<file path="config.mk">
export PLATFORM = sky130hd
export DESIGN_NAME = vga_timing_gen
export DESIGN_NICKNAME = d
export VERILOG_FILES = /design/src/rtl/vga_timing_gen.sv
export SDC_FILE = /design/constraint.sdc
export NUM_CORES = 1
export LEC_CHECK = 0
export CAP_MARGIN = 0
export CORE_ASPECT_RATIO = 2
export CORE_UTILIZATION = 53
export CTS_BUF_LIST = sky130_fd_sc_hd__clkbuf_4 sky130_fd_sc_hd__clkbuf_8
export DETAILED_ROUTE_END_ITERATION = 6
export DONT_BUFFER_PORTS = 1
export PLACE_DENSITY = 0.76
export SLEW_MARGIN = 20
export SYNTH_ARGS = -nofsm -noshare
export SYNTH_HDL_FRONTEND = slang
export SYNTH_SLANG_ARGS = --single-unit
export TNS_END_PERCENT = 1
</file>
<file path="constraint.sdc">
create_clock -name clk -period 3.8 [get_ports clk]
set_input_delay 0.38 -clock clk [delete_from_list [all_inputs] [get_ports clk]]
set_output_delay 0.38 -clock clk [all_outputs]
set_load 0.1 [all_outputs]
</file>
<file path="src/rtl/vga_timing_gen.sv">
// 640x480@60 VGA raster timing generator.
// Pixel divider, h/v counters and registered sync, DE, coordinate and pulse outputs.
module vga_timing_gen #(
   parameter int CLK_DIV   = 4,
   parameter int H_VISIBLE = 640,
   parameter int H_FP      = 16,
   parameter int H_SYNC    = 96,
   parameter int H_BP      = 48,
   parameter int V_VISIBLE = 480,
   parameter int V_FP      = 10,
   parameter int V_SYNC    = 2,
   parameter int V_BP      = 33,
   parameter bit SYNC_POL  = 1'b0
) (
   input  logic       clk,
   input  logic       reset_n,
   output logic       pix_tick,
   output logic       hsync,
   output logic       vsync,
   output logic       DE,
   output logic [9:0] x_pixel,
   output logic [9:0] y_pixel,
   output logic       frame_start,
   output logic       line_start
);

   localparam int H_TOTAL = H_VISIBLE + H_FP + H_SYNC + H_BP;
   localparam int V_TOTAL = V_VISIBLE + V_FP + V_SYNC + V_BP;
   localparam int DIV_W   = (CLK_DIV > 1) ? $clog2(CLK_DIV) : 1;

   localparam logic [DIV_W-1:0] DIV_MAX = DIV_W'(CLK_DIV - 1);
   localparam logic [9:0]  H_LAST = 10'(H_TOTAL - 1);
   localparam logic [9:0]  V_LAST = 10'(V_TOTAL - 1);
   localparam logic [10:0] H_VIS  = 11'(H_VISIBLE);
   localparam logic [10:0] V_VIS  = 11'(V_VISIBLE);
   localparam logic [10:0] HS_BEG = 11'(H_VISIBLE + H_FP);
   localparam logic [10:0] HS_END = 11'(H_VISIBLE + H_FP + H_SYNC);
   localparam logic [10:0] VS_BEG = 11'(V_VISIBLE + V_FP);
   localparam logic [10:0] VS_END = 11'(V_VISIBLE + V_FP + V_SYNC);
   localparam logic        SYNC_ON  = SYNC_POL;
   localparam logic        SYNC_OFF = ~SYNC_POL;
   localparam logic        TICK_RST = (CLK_DIV == 1);

   if (H_TOTAL > 1024 || V_TOTAL > 1024) begin : g_bad_geometry
      $error("vga_timing_gen: H_TOTAL/V_TOTAL exceed 10-bit counters");
   end
   if (CLK_DIV < 1) begin : g_bad_div
      $error("vga_timing_gen: CLK_DIV must be >= 1");
   end

   logic [DIV_W-1:0] div_q, div_d;
   logic [9:0]       h_q, h_d;
   logic [9:0]       v_q, v_d;
   logic             pix_tick_q, pix_tick_d;
   logic             hsync_q, hsync_d;
   logic             vsync_q, vsync_d;
   logic             de_q, de_d;
   logic [9:0]       x_q, x_d;
   logic [9:0]       y_q, y_d;
   logic             frame_start_q, frame_start_d;
   logic             line_start_q, line_start_d;
   logic             h_in_sync, v_in_sync;

   always_comb begin
      div_d = (div_q == DIV_MAX) ? '0 : div_q + 1'b1;
      pix_tick_d = (div_d == DIV_MAX);

      h_d = h_q;
      v_d = v_q;
      if (pix_tick_q) begin
         if (h_q == H_LAST) begin
            h_d = '0;
            v_d = (v_q == V_LAST) ? '0 : v_q + 1'b1;
         end else begin
            h_d = h_q + 1'b1;
         end
      end

      // Decode the next position so outputs land on the same edge as the counters.
      de_d = ({1'b0, h_d} < H_VIS) && ({1'b0, v_d} < V_VIS);
      x_d  = de_d ? h_d : '0;
      y_d  = de_d ? v_d : '0;

      h_in_sync = ({1'b0, h_d} >= HS_BEG) && ({1'b0, h_d} < HS_END);
      v_in_sync = ({1'b0, v_d} >= VS_BEG) && ({1'b0, v_d} < VS_END);
      hsync_d   = h_in_sync ? SYNC_ON : SYNC_OFF;
      vsync_d   = v_in_sync ? SYNC_ON : SYNC_OFF;

      frame_start_d = pix_tick_q && (h_d == '0) && (v_d == '0);
      line_start_d  = pix_tick_q && (h_d == '0) && ({1'b0, v_d} < V_VIS);
   end

   always_ff @(posedge clk) begin
      if (!reset_n) begin
         div_q         <= '0;
         h_q           <= H_LAST;
         v_q           <= V_LAST;
         pix_tick_q    <= TICK_RST;
         hsync_q       <= SYNC_OFF;
         vsync_q       <= SYNC_OFF;
         de_q          <= 1'b0;
         x_q           <= '0;
         y_q           <= '0;
         frame_start_q <= 1'b0;
         line_start_q  <= 1'b0;
      end else begin
         div_q         <= div_d;
         h_q           <= h_d;
         v_q           <= v_d;
         pix_tick_q    <= pix_tick_d;
         hsync_q       <= hsync_d;
         vsync_q       <= vsync_d;
         de_q          <= de_d;
         x_q           <= x_d;
         y_q           <= y_d;
         frame_start_q <= frame_start_d;
         line_start_q  <= line_start_d;
      end
   end

   assign pix_tick    = pix_tick_q;
   assign hsync       = hsync_q;
   assign vsync       = vsync_q;
   assign DE          = de_q;
   assign x_pixel     = x_q;
   assign y_pixel     = y_q;
   assign frame_start = frame_start_q;
   assign line_start  = line_start_q;

endmodule

</file>
==> results of run 1 <==
-- metrics by stage --
step	hold WS, ns	instances	total power [mW]	util [%]
after global placement	0.438	276	0.694	56.8
after global routing	0.130	284	1.08	59.9
final	0.140	284	1.04	59.9
after detailed placement	0.448	276	0.694	56.8
after floorplan	0.425	233	0.664	-
after CTS	0.137	284	1.05	59.9
-- cell type report --
| type | instances | area [um^2] |
|---|---|---|
| Multi-Input combinational cell | 165 | 1000 |
| Tap cell | 49 | 61.3 |
| Clock inverter | 3 | 42.5 |
| Fill cell | 353 | 1480 |
| Timing Repair Buffer | 4 | 30.0 |
| Inverter | 10 | 37.5 |
| Clock buffer | 5 | 68.8 |
| Sequential cell | 48 | 961 |
-- final timing paths --
| kind | from | end | slack [ns] |
|---|---|---|---|
| worst max-delay path | h_q[0] | x_pixel[4] | 0.93 |
| worst min-delay path | reset_n | h_q[8] | 0.14 |
| worst max register to register | h_q[0] | x_pixel[4] | 0.93 |
| worst min register to register | div_q[0] | div_q[0] | 0.46 |
-- worst max-delay path: stages (launching register included) --
cell and delay, ns:
dfxtp_1 0.45, ha_1 0.29, and2_1 0.19, nand4_1 0.31, nor4_1 0.51, o22ai_1 0.17, o211ai_2 0.48, buf_4 0.28
nor2_1 0.06
-- cells in the final DEF (no fill, tap or decap), drive strengths merged, types with 3 or more instances in the layout --
cell type,netlist,routed
nor2,41,41
and3,4,4
dfxtp,48,48
nor4,5,5
and2,4,4
nor3,11,11
ha,5,5
nand4,7,7
buf,6,4
xor2,3,3
a21oi,7,7
nand3,6,6
o31a,4,4
o21ai,9,9
clkbuf,4,5
nand2,19,19
inv,9,9
nor2b,3,3
-- state kept, by name, summed over array words and instances, names as in the netlist --
signal,cells
y_pixel,10
h_q,10
v_q,10
DE,1
line_start,1
div_q,2
vsync,1
hsync,1
frame_start,1
x_pixel,10
pix_tick,1
-- power by group through the flow --
stage / Clock, mW / Combinational (mW) / Sequential (mW)
after floorplan: 0 / 0.100 / 0.564
after global placement: 0 / 0.128 / 0.567
after detailed placement: 0 / 0.127 / 0.567
after global routing: 0.385 / 0.141 / 0.559
after CTS: 0.363 / 0.128 / 0.555
final: 0.356 / 0.128 / 0.556
-- cell families (layout without fill, tap and decap cells) --
family	Yosys count	in the layout	synth area share, %
simple gates	113	113	28.4
flops	48	48	46.7
compound gates	39	39	14.0
buf+inv	20	22	4.56
fa+ha+maj	5	5	3.04
xor+xnor	5	5	2.13
mux	2	2	0.972
other cells	1	1	0.182
-- per-layer routing --
layer / GRT usage [%] / share of wire, % / routed length (um)
met1: 23.1 / 35 / 1540
met2: 41.4 / 57 / 2490
met3: 3.41 / 2.4 / 105
met4: 16.7 / 6.0 / 265
met5: 0 / 0 / 0
==> results.md, run 1 <==
- Standard cell core area: 3680 um^2
- Post-cts sizing count: 0
- Count of hold-fix buffers inserted at cts: 0
- Required arrival time at the worst endpoint: 3.98 ns
- Share of total power in combinational logic: 12.3%
- Net count after synthesis: 240
- Power per cell area: 472 nW/um^2
- Relative contribution of the clock network to total power: 34.3%
- Critical path start-end classification: reg2reg
- Die width: 46.1 um
- Placed Area: 2090 um^2
- Die Ht: 90.2 um
- Global-route wire length before repair: 7.20 mm
- Synth Flop Type: dfxtp_1
- Number of remaining DRC errors: 0
- Number of violations of the max-capacitance limit: 0
- Dominant cell by count in the synthesized netlist: dfxtp_1
- Fraction of final layout cells with drive strength greater than 1: 9.79%
- Clock latency on the worst-skew pair: 0.30 ns
- Final-report hold violation count: 0
- Sum of routed wire length over all layers: 4.40 mm
- Number of sinks driven by the clock tree: 48
- Sort of element at the start of the critical path: flip-flop
- Antenna diode count: 0
- Cell Rows: 31
- Share of the synthesized area in the top cell type: 46.7%
- Average vias per placed instance: 5.95
- Total routing usage reported by global routing: 23.7%
- Switching power of the nets: 0.279 mW
- Leading post-synthesis cells by instance count: dfxtp_1 (48), nor2_1 (41), nand2_1 (19)
- Number of synthesized flops with an enable pin: 0
- Avg Cell Area, Syn: 8.84 um^2
- TritonCTS clock tree: built
- Cell variety after synth: 56
- Number of global-route vias before repair: 1636
- Cell accounting for the most synthesized area: dfxtp_1
- Setup repair after global routing missed its margin: false
- Portion of the post-synthesis area used by sequential elements: 46.7%
- DRC violation total after the first TritonRoute iteration: 27
- Post-layout net count: 241
- Synthesized instance count: 233
- Overflow after GRT: 0
- Router iterations before antenna repair: 4
- Maximum clock insertion buffer count: 2
- Part of the cycle the worst path needs: 75.4%
- Count of buffers from port buffering: 0
- Depth of the CTS H-tree: 2
- Critical-path maximum fanout: 11
- Sequential cell fraction of total power: 53.4%
- Synthesis-to-finish area growth: 7.11%
- Net Sw Frac: 26.8%
- CTS root buffer: clkbuf_8
- Die outline area: 4150 um^2
- Least-Margin Pin Slew: 0.957 ns
- Max-slew violation total from the final report: 0
- Setup repair bufs after CTS: 0
- Number of synthesized register bits: 48
- Clock transition at the register clock pins on the worst setup and hold paths after CTS: 0.08 ns
- Cts bufs inserted: 5
- Hold Crit Depth: 1
- Via total after detailed routing: 1689
- Leakage: 0.824 nW
- Worst Slack Setup Final: 0.933 ns
- Run status: complete, no violations
- Routed Antenna Nets: 0
- Initial antenna violation count: 0
- Internal portion of total power: 0.761 mW
- Critical path capture point type: flip-flop
- Biggest area contributors in the synthesized netlist: dfxtp_1 (47%), nor2_1 (7.5%), nand2_1 (3.5%)
- Depth of the most critical reg-to-reg path: 8
- Setup violation total in the final timing report: 0
- Fin crit period: 2.87 ns
- Initial Util: 55.9%
- Setup TNS: 0 ns
- Synth Cell Area: 2060 um^2
- Skew final: 0.00509 ns
- Post-layout instance area: 2210 um^2
- Arrival time of data at the critical path endpoint: 3.04 ns
- Routed length per placed instance: 15.5 um
- Yosys warning total: 0
- Dpl ws: 1.00 ns
- Worst IR drop on VDD: 0.327 mV
- Hold crit path type: in2reg
- Gpl congestion: 0.934
- Worst slew margin: 36.1%
- Peak clock frequency supported by timing: 349 MHz
- # IOs: 28
- Async S/R FF share, synth: 0%
- Largest net degree at the start of global routing: 16
- Final HPWL from detailed placement: 3.35 mm
Note: power is estimated with default switching activity, not from simulation.
==> inputs of run 2 (changes only) <==
Clock period 3.8 ns to 2.9 ns, I/O delays scaled along.
==> run 2 against run 1 <==
Effect of this change: worst hold slack got worse by 0.093 ns; register-to-register slack lost 0.47 ns; sequential power up 31%; total power is 23% higher; utilization decreased by 0.44 points; maximum frequency rose by 18%; clock-buffer cell count is the same; critical path depth is 1 lower; sequential share of layout area increased by 0.32 points; first-iteration DRC count grew 100%.
==> results.md, run 2 (synthesis results as in run 1) <==
- Critical path capture point type: flip-flop (unchanged)
- Die width: 46.1 um (unchanged)
- Sum of routed wire length over all layers: 4.63 mm (was 4.40 mm)
- Largest net degree at the start of global routing: 16 (unchanged)
- DRC violation total after the first TritonRoute iteration: 54 (was 27)
- Setup TNS: 0 ns (unchanged)
- Cts bufs inserted: 5 (unchanged)
- Commonest cells after routing, fill and taps aside: dfxtp_1 (48), nor2_1 (41), nand2_1 (19) (unchanged)
- Slowest cell on the critical path: or4b_4 (was nor4_1)
- Power per cell area: 585 nW/um^2 (was 472 nW/um^2)
- Global-route wire length before repair: 7.38 mm (was 7.20 mm)
- Skew final: 0.00993 ns (was 0.00509 ns)
- Wire length on met1: 1.53 mm (was 1.54 mm)
- Standard cell core area: 3680 um^2 (unchanged)
- Chain of cells forming the critical path: or4b_4 -> nor4_4 -> and3_1 -> o22ai_1 -> o211ai_2 -> buf_4 -> nor2_1 (was ha_1 -> and2_1 -> nand4_1 -> nor4_1 -> o22ai_1 -> o211ai_2 -> buf_4 -> nor2_1)
- Worst IR drop on VDD: 0.344 mV (was 0.327 mV)
- Least-Margin Pin Slew: 1.01 ns (was 0.957 ns)
- Setup violation total in the final timing report: 0 (unchanged)
- Switching power of the nets: 0.369 mW (was 0.279 mW)
- Arrival time of data at the critical path endpoint: 2.63 ns (was 3.04 ns)
- Crit-path max cell delay: 0.61 ns (was 0.51 ns)
- # IOs: 28 (unchanged)
- Count of hold-fix buffers inserted at cts: 0 (unchanged)
- Sort of element at the start of the critical path: flip-flop (unchanged)
- Critical path start-end classification: reg2reg (unchanged)
- Leakage: 0.822 nW (was 0.824 nW)
- Overflow after GRT: 0 (unchanged)
- Setup repair bufs after CTS: 0 (unchanged)
- Antenna diode count: 0 (unchanged)
- Fin crit period: 2.43 ns (was 2.87 ns)
- Number of violations of the max-capacitance limit: 0 (unchanged)
- Multi-input combinational cell area: 1000 um^2 (unchanged)
- Highest layer used for signal routing: met4 (unchanged)
- Most common library cell in the layout ignoring fill and taps: dfxtp_1 (unchanged)
- Delay-heaviest family, CP: simple AND/OR/NAND/NOR gates (unchanged)
- Critical-path maximum fanout: 10 (was 11)
- Via total after detailed routing: 1677 (was 1689)
- Max-slew violation total from the final report: 0 (unchanged)
- Fraction of final layout cells with drive strength greater than 1: 10.2% (was 9.79%)
- Required arrival time at the worst endpoint: 3.09 ns (was 3.98 ns)
- Number of sinks driven by the clock tree: 48 (unchanged)
- Worst slew margin: 32.3% (was 36.1%)
- Clock transition at the register clock pins on the worst setup and hold paths after CTS: 0.09 ns (was 0.08 ns)
- Average vias per placed instance: 5.88 (was 5.95)
- Internal portion of total power: 0.911 mW (was 0.761 mW)
- CTS root buffer: clkbuf_8 (unchanged)
- Worst path bufs/invs: 1 (unchanged)
- Gpl congestion: 1.01 (was 0.934)
- Total routing usage reported by global routing: 25.0% (was 23.7%)
- Final HPWL from detailed placement: 3.64 mm (was 3.35 mm)
- Routed length per placed instance: 16.3 um (was 15.5 um)
- Part of the cycle the worst path needs: 84.0% (was 75.4%)
- Cell Rows: 31 (unchanged)
- Number of global-route vias before repair: 1604 (was 1636)
- Post-cts sizing count: 0 (unchanged)
- Share of total power in combinational logic: 13.3% (was 12.3%)
- Run status: complete, no violations (unchanged)
- Number of remaining DRC errors: 0 (unchanged)
- Router iterations before antenna repair: 4 (unchanged)
- Initial antenna violation count: 0 (unchanged)
- Initial Util: 55.9% (unchanged)
- Clock latency on the worst-skew pair: 0.30 ns (about the same)
- TritonCTS clock tree: built (unchanged)
- Routed wire length on met3: 122 um (was 105 um)
- Die Ht: 90.2 um (unchanged)
- Sequential cell fraction of total power: 56.7% (was 53.4%)
- Final-report hold violation count: 0 (unchanged)
- Worst Slack Setup Final: 0.465 ns (was 0.933 ns)
- Combined flip-flop and latch cell area: 961 um^2 (unchanged)
- Setup repair after global routing missed its margin: false (unchanged)
- Number of fillers in the final layout: 372 (was 353)
- Dpl ws: 0.455 ns (was 1.00 ns)
- Peak clock frequency supported by timing: 411 MHz (was 349 MHz)
- Net Sw Frac: 28.8% (was 26.8%)
- Relative contribution of the clock network to total power: 29.9% (was 34.3%)
- Die outline area: 4150 um^2 (unchanged)
- Hold crit path type: in2reg (unchanged)
- Post-layout net count: 242 (was 241)
- Maximum clock insertion buffer count: 2 (unchanged)
- Total power: 1.28 mW (was 1.04 mW)
- Routed Antenna Nets: 0 (unchanged)
- Count of buffers from port buffering: 0 (unchanged)
- Met2 routed wirelength: 2.65 mm (was 2.49 mm)
- Synthesis-to-finish area growth: 6.32% (was 7.11%)
- Depth of the CTS H-tree: 2 (unchanged)
run 2: final timing paths:
check,start,endpoint,slack (ns),cells past startpoint
min,reset_n,h_q[9],0.05,1
max,h_q[5],y_pixel[7],0.47,7
min reg2reg,div_q[0],div_q[0],0.46,1
max reg2reg,h_q[5],y_pixel[7],0.47,7
run 2: cell type report:
class | instances | share of cell area, %
well taps | 49 | 2.80
clock inverters | 3 | 0.857
inverters | 10 | 1.71
multi-input cells | 165 | 45.9
flip-flops and latches | 48 | 43.9
clock buffers | 5 | 3.14
repair buffers | 5 | 1.71
run 2: routing by layer:
| metal | GRT usage [%] | vias to the layer above |
|---|---|---|
| met2 | 44.6 | 39 |
| met3 | 3.82 | 28 |
| met4 | 20.3 | 0 |
| li1 | - | 819 |
| met5 | 0 | - |
| met1 | 21.7 | 791 |
run 2: per-stage QoR:
step	cell area, um^2	utilization (%)	hold slack [ns]	instances
detailed placement	2100	57.0	0.358	277
global route	2190	59.4	0.0384	285
floorplan	2060	-	0.412	233
global placement	2100	57.0	0.355	277
CTS	2190	59.4	0.0418	285
finish	2190	59.4	0.0472	285
run 2: power by group through the flow:
stage / Sequential (mW) / Combinational, mW / Clock (mW)
floorplan: 0.739 / 0.131 / 0
CTS: 0.726 / 0.171 / 0.391
finish: 0.727 / 0.171 / 0.383
global placement: 0.742 / 0.170 / 0
detailed placement: 0.742 / 0.170 / 0
global route: 0.730 / 0.189 / 0.417
==> inputs of run 3 (changes only) <==
Clock period 2.9 ns to 2.5 ns, I/O delays scaled along.
==> run 3 against run 2 <==
Effect of this change: cell area rose by 2.9%; flip-flop and latch count is the same; highest routed layer unchanged; combinational power rose by 21%; die area unchanged; first-iteration DRC count down 24%; maximum frequency is 2.1% higher; critical path depth stayed put; routed wire length increased by 0.56%.
==> results.md, run 3 (synthesis results as in run 1) <==
- Overflow after GRT: 0 (unchanged)
- Total routing usage reported by global routing: 26.2% (was 25.0%)
- Part of the cycle the worst path needs: 95.3% (was 84.0%)
- Launch point of the worst reg-to-reg path: h_q[5] (unchanged)
- Die Ht: 90.2 um (unchanged)
- Setup TNS: 0 ns (unchanged)
- Maximum clock insertion buffer count: 2 (unchanged)
- Die width: 46.1 um (unchanged)
- Initial antenna violation count: 0 (unchanged)
- Cell Rows: 31 (unchanged)
- Least-Margin Pin Slew: 0.984 ns (was 1.01 ns)
- Worst slew margin: 34.3% (was 32.3%)
- Arrival time of data at the critical path endpoint: 2.60 ns (was 2.63 ns)
- Critical path capture point type: flip-flop (unchanged)
- DRC violation total after the first TritonRoute iteration: 41 (was 54)
- Average vias per placed instance: 5.86 (was 5.88)
- Gpl congestion: 0.926 (was 1.01)
- Number of global-route vias before repair: 1794 (was 1604)
- Run status: complete, no violations (unchanged)
- Final-report hold violation count: 0 (unchanged)
- Slack of the worst reg-to-reg path: 0.12 ns (was 0.47 ns)
- Count of buffers from port buffering: 0 (unchanged)
- Largest net degree at the start of global routing: 15 (was 16)
- Die outline area: 4150 um^2 (unchanged)
- Required arrival time at the worst endpoint: 2.72 ns (was 3.09 ns)
- Hold crit path type: in2reg (unchanged)
- Peak clock frequency supported by timing: 420 MHz (was 411 MHz)
- Hold Crit Depth: 1 (unchanged)
- Sum of routed wire length over all layers: 4.66 mm (was 4.63 mm)
- Setup repair bufs after CTS: 0 (unchanged)
- Critical hold path startpoint: reset_n (unchanged)
- Critical-path maximum fanout: 10 (unchanged)
- Commonest cells after routing, fill and taps aside: dfxtp_1 (47), nor2_1 (41), nand2_1 (19) (was dfxtp_1 (48), nor2_1 (41), nand2_1 (19))
- Number of violations of the max-capacitance limit: 0 (unchanged)
- Router iterations before antenna repair: 4 (unchanged)
- Initial Util: 55.9% (unchanged)
- Critical path start-end classification: reg2reg (unchanged)
- Most common library cell in the layout ignoring fill and taps: dfxtp_1 (unchanged)
- Synthesis-to-finish area growth: 9.36% (was 6.32%)
- Clock latency on the worst-skew pair: 0.30 ns (about the same)
- Via total after detailed routing: 1706 (was 1677)
- TritonCTS clock tree: built (unchanged)
- Routed Antenna Nets: 0 (unchanged)
- Global-route wire length before repair: 7.94 mm (was 7.38 mm)
- Post-layout net count: 248 (was 242)
- Worst IR drop on VDD: 0.575 mV (was 0.344 mV)
- Standard cell core area: 3680 um^2 (unchanged)
- Clock transition at the register clock pins on the worst setup and hold paths after CTS: 0.08 ns (was 0.09 ns)
- Hold Slack: 0.0162 ns (was 0.0472 ns)
- Routed length per placed instance: 16.0 um (was 16.3 um)
- Cts bufs inserted: 5 (unchanged)
- Post-cts sizing count: 0 (unchanged)
- Fraction of final layout cells with drive strength greater than 1: 13.2% (was 10.2%)
- Final HPWL from detailed placement: 3.65 mm (was 3.64 mm)
- Count of hold-fix buffers inserted at cts: 0 (unchanged)
- End of the worst register-to-register path: y_pixel[7] (unchanged)
- Antenna diode count: 0 (unchanged)
- Leakage: 0.851 nW (was 0.822 nW)
- Number of sinks driven by the clock tree: 48 (unchanged)
- Setup repair after global routing missed its margin: false (unchanged)
- Sort of element at the start of the critical path: flip-flop (unchanged)
- Worst hold path endpoint: v_q[2] (was h_q[9])
- Depth of the most critical reg-to-reg path: 7 (unchanged)
- Depth of the CTS H-tree: 2 (unchanged)
- Number of remaining DRC errors: 0 (unchanged)
- Fin crit period: 2.38 ns (was 2.43 ns)
- Skew final: 0.00865 ns (was 0.00993 ns)
- # IOs: 28 (unchanged)
- CTS root buffer: clkbuf_8 (unchanged)
- Power per cell area: 679 nW/um^2 (was 585 nW/um^2)
- Setup violation total in the final timing report: 0 (unchanged)
- Max-slew violation total from the final report: 0 (unchanged)
[run 3: changes by cell type in the layout (fill, tap and decap cells not counted), sizes merged]
cell	change
clkinv	-3
clkinvlp	+1
buf	+6
clkbuf	+2
[run 3: worst max-delay path, stage by stage, from the launching register on]
cell	delay, ns
dfxtp_1	0.41
or4b_4	0.59
nor4_4	0.35
a21oi_2	0.15
o22ai_1	0.31
o211ai_2	0.13
buf_4	0.19
nor2_1	0.17
[run 3: final cells by class]
cell class,count,area [um^2]
fill,359,1430
clock inverter,1,7.51
clock buffer,7,90.1
inverter,10,37.5
timing repair buffer,11,82.6
tap,49,61.3
multi-input combinational,165,1010
sequential,48,962
[run 3: layer usage]
| metal | routed length [um] | vias up | track usage [%] |
|---|---|---|---|
| met5 | 0 | - | 0 |
| met4 | 288 | 0 | 18.9 |
| met2 | 2750 | 47 | 47.5 |
| met1 | 1480 | 806 | 22.3 |
| met3 | 139 | 24 | 5.02 |
| li1 | - | 829 | - |
[run 3: how the worst max path moves through the flow]
| stage | slack, ns | startpoint | endpoint | depth (start not counted) |
|---|---|---|---|---|
| detailed placement | 0.05 | h_q[5] | frame_start | 6 |
| global placement | 0.03 | h_q[5] | y_pixel[7] | 7 |
| finish | 0.12 | h_q[5] | y_pixel[7] | 7 |
| CTS | 0.03 | h_q[5] | frame_start | 6 |
| global route | 0.01 | h_q[5] | frame_start | 6 |
| floorplan | 0.07 | pix_tick | x_pixel[4] | 9 |
[run 3: through the flow]
stage	setup WS (ns)	utilization (%)	instances	area [um^2]	power, mW
floorplan	0.0677	-	233	2060	1.01
global placement	0.0268	58.3	283	2150	1.07
detailed placement	0.0457	58.3	283	2150	1.07
CTS	0.0263	61.0	291	2250	1.54
global route	0.0139	61.1	291	2250	1.60
finish	0.117	61.1	291	2250	1.53
[run 3: power by group]
part           switching, mW  internal (mW)  total, mW  leakage (nW)
Clock                  0.243          0.236      0.478        0.0479
Combinational          0.122         0.0852      0.207         0.413
Sequential            0.0574          0.787      0.844         0.389
Total                  0.422           1.11       1.53         0.851
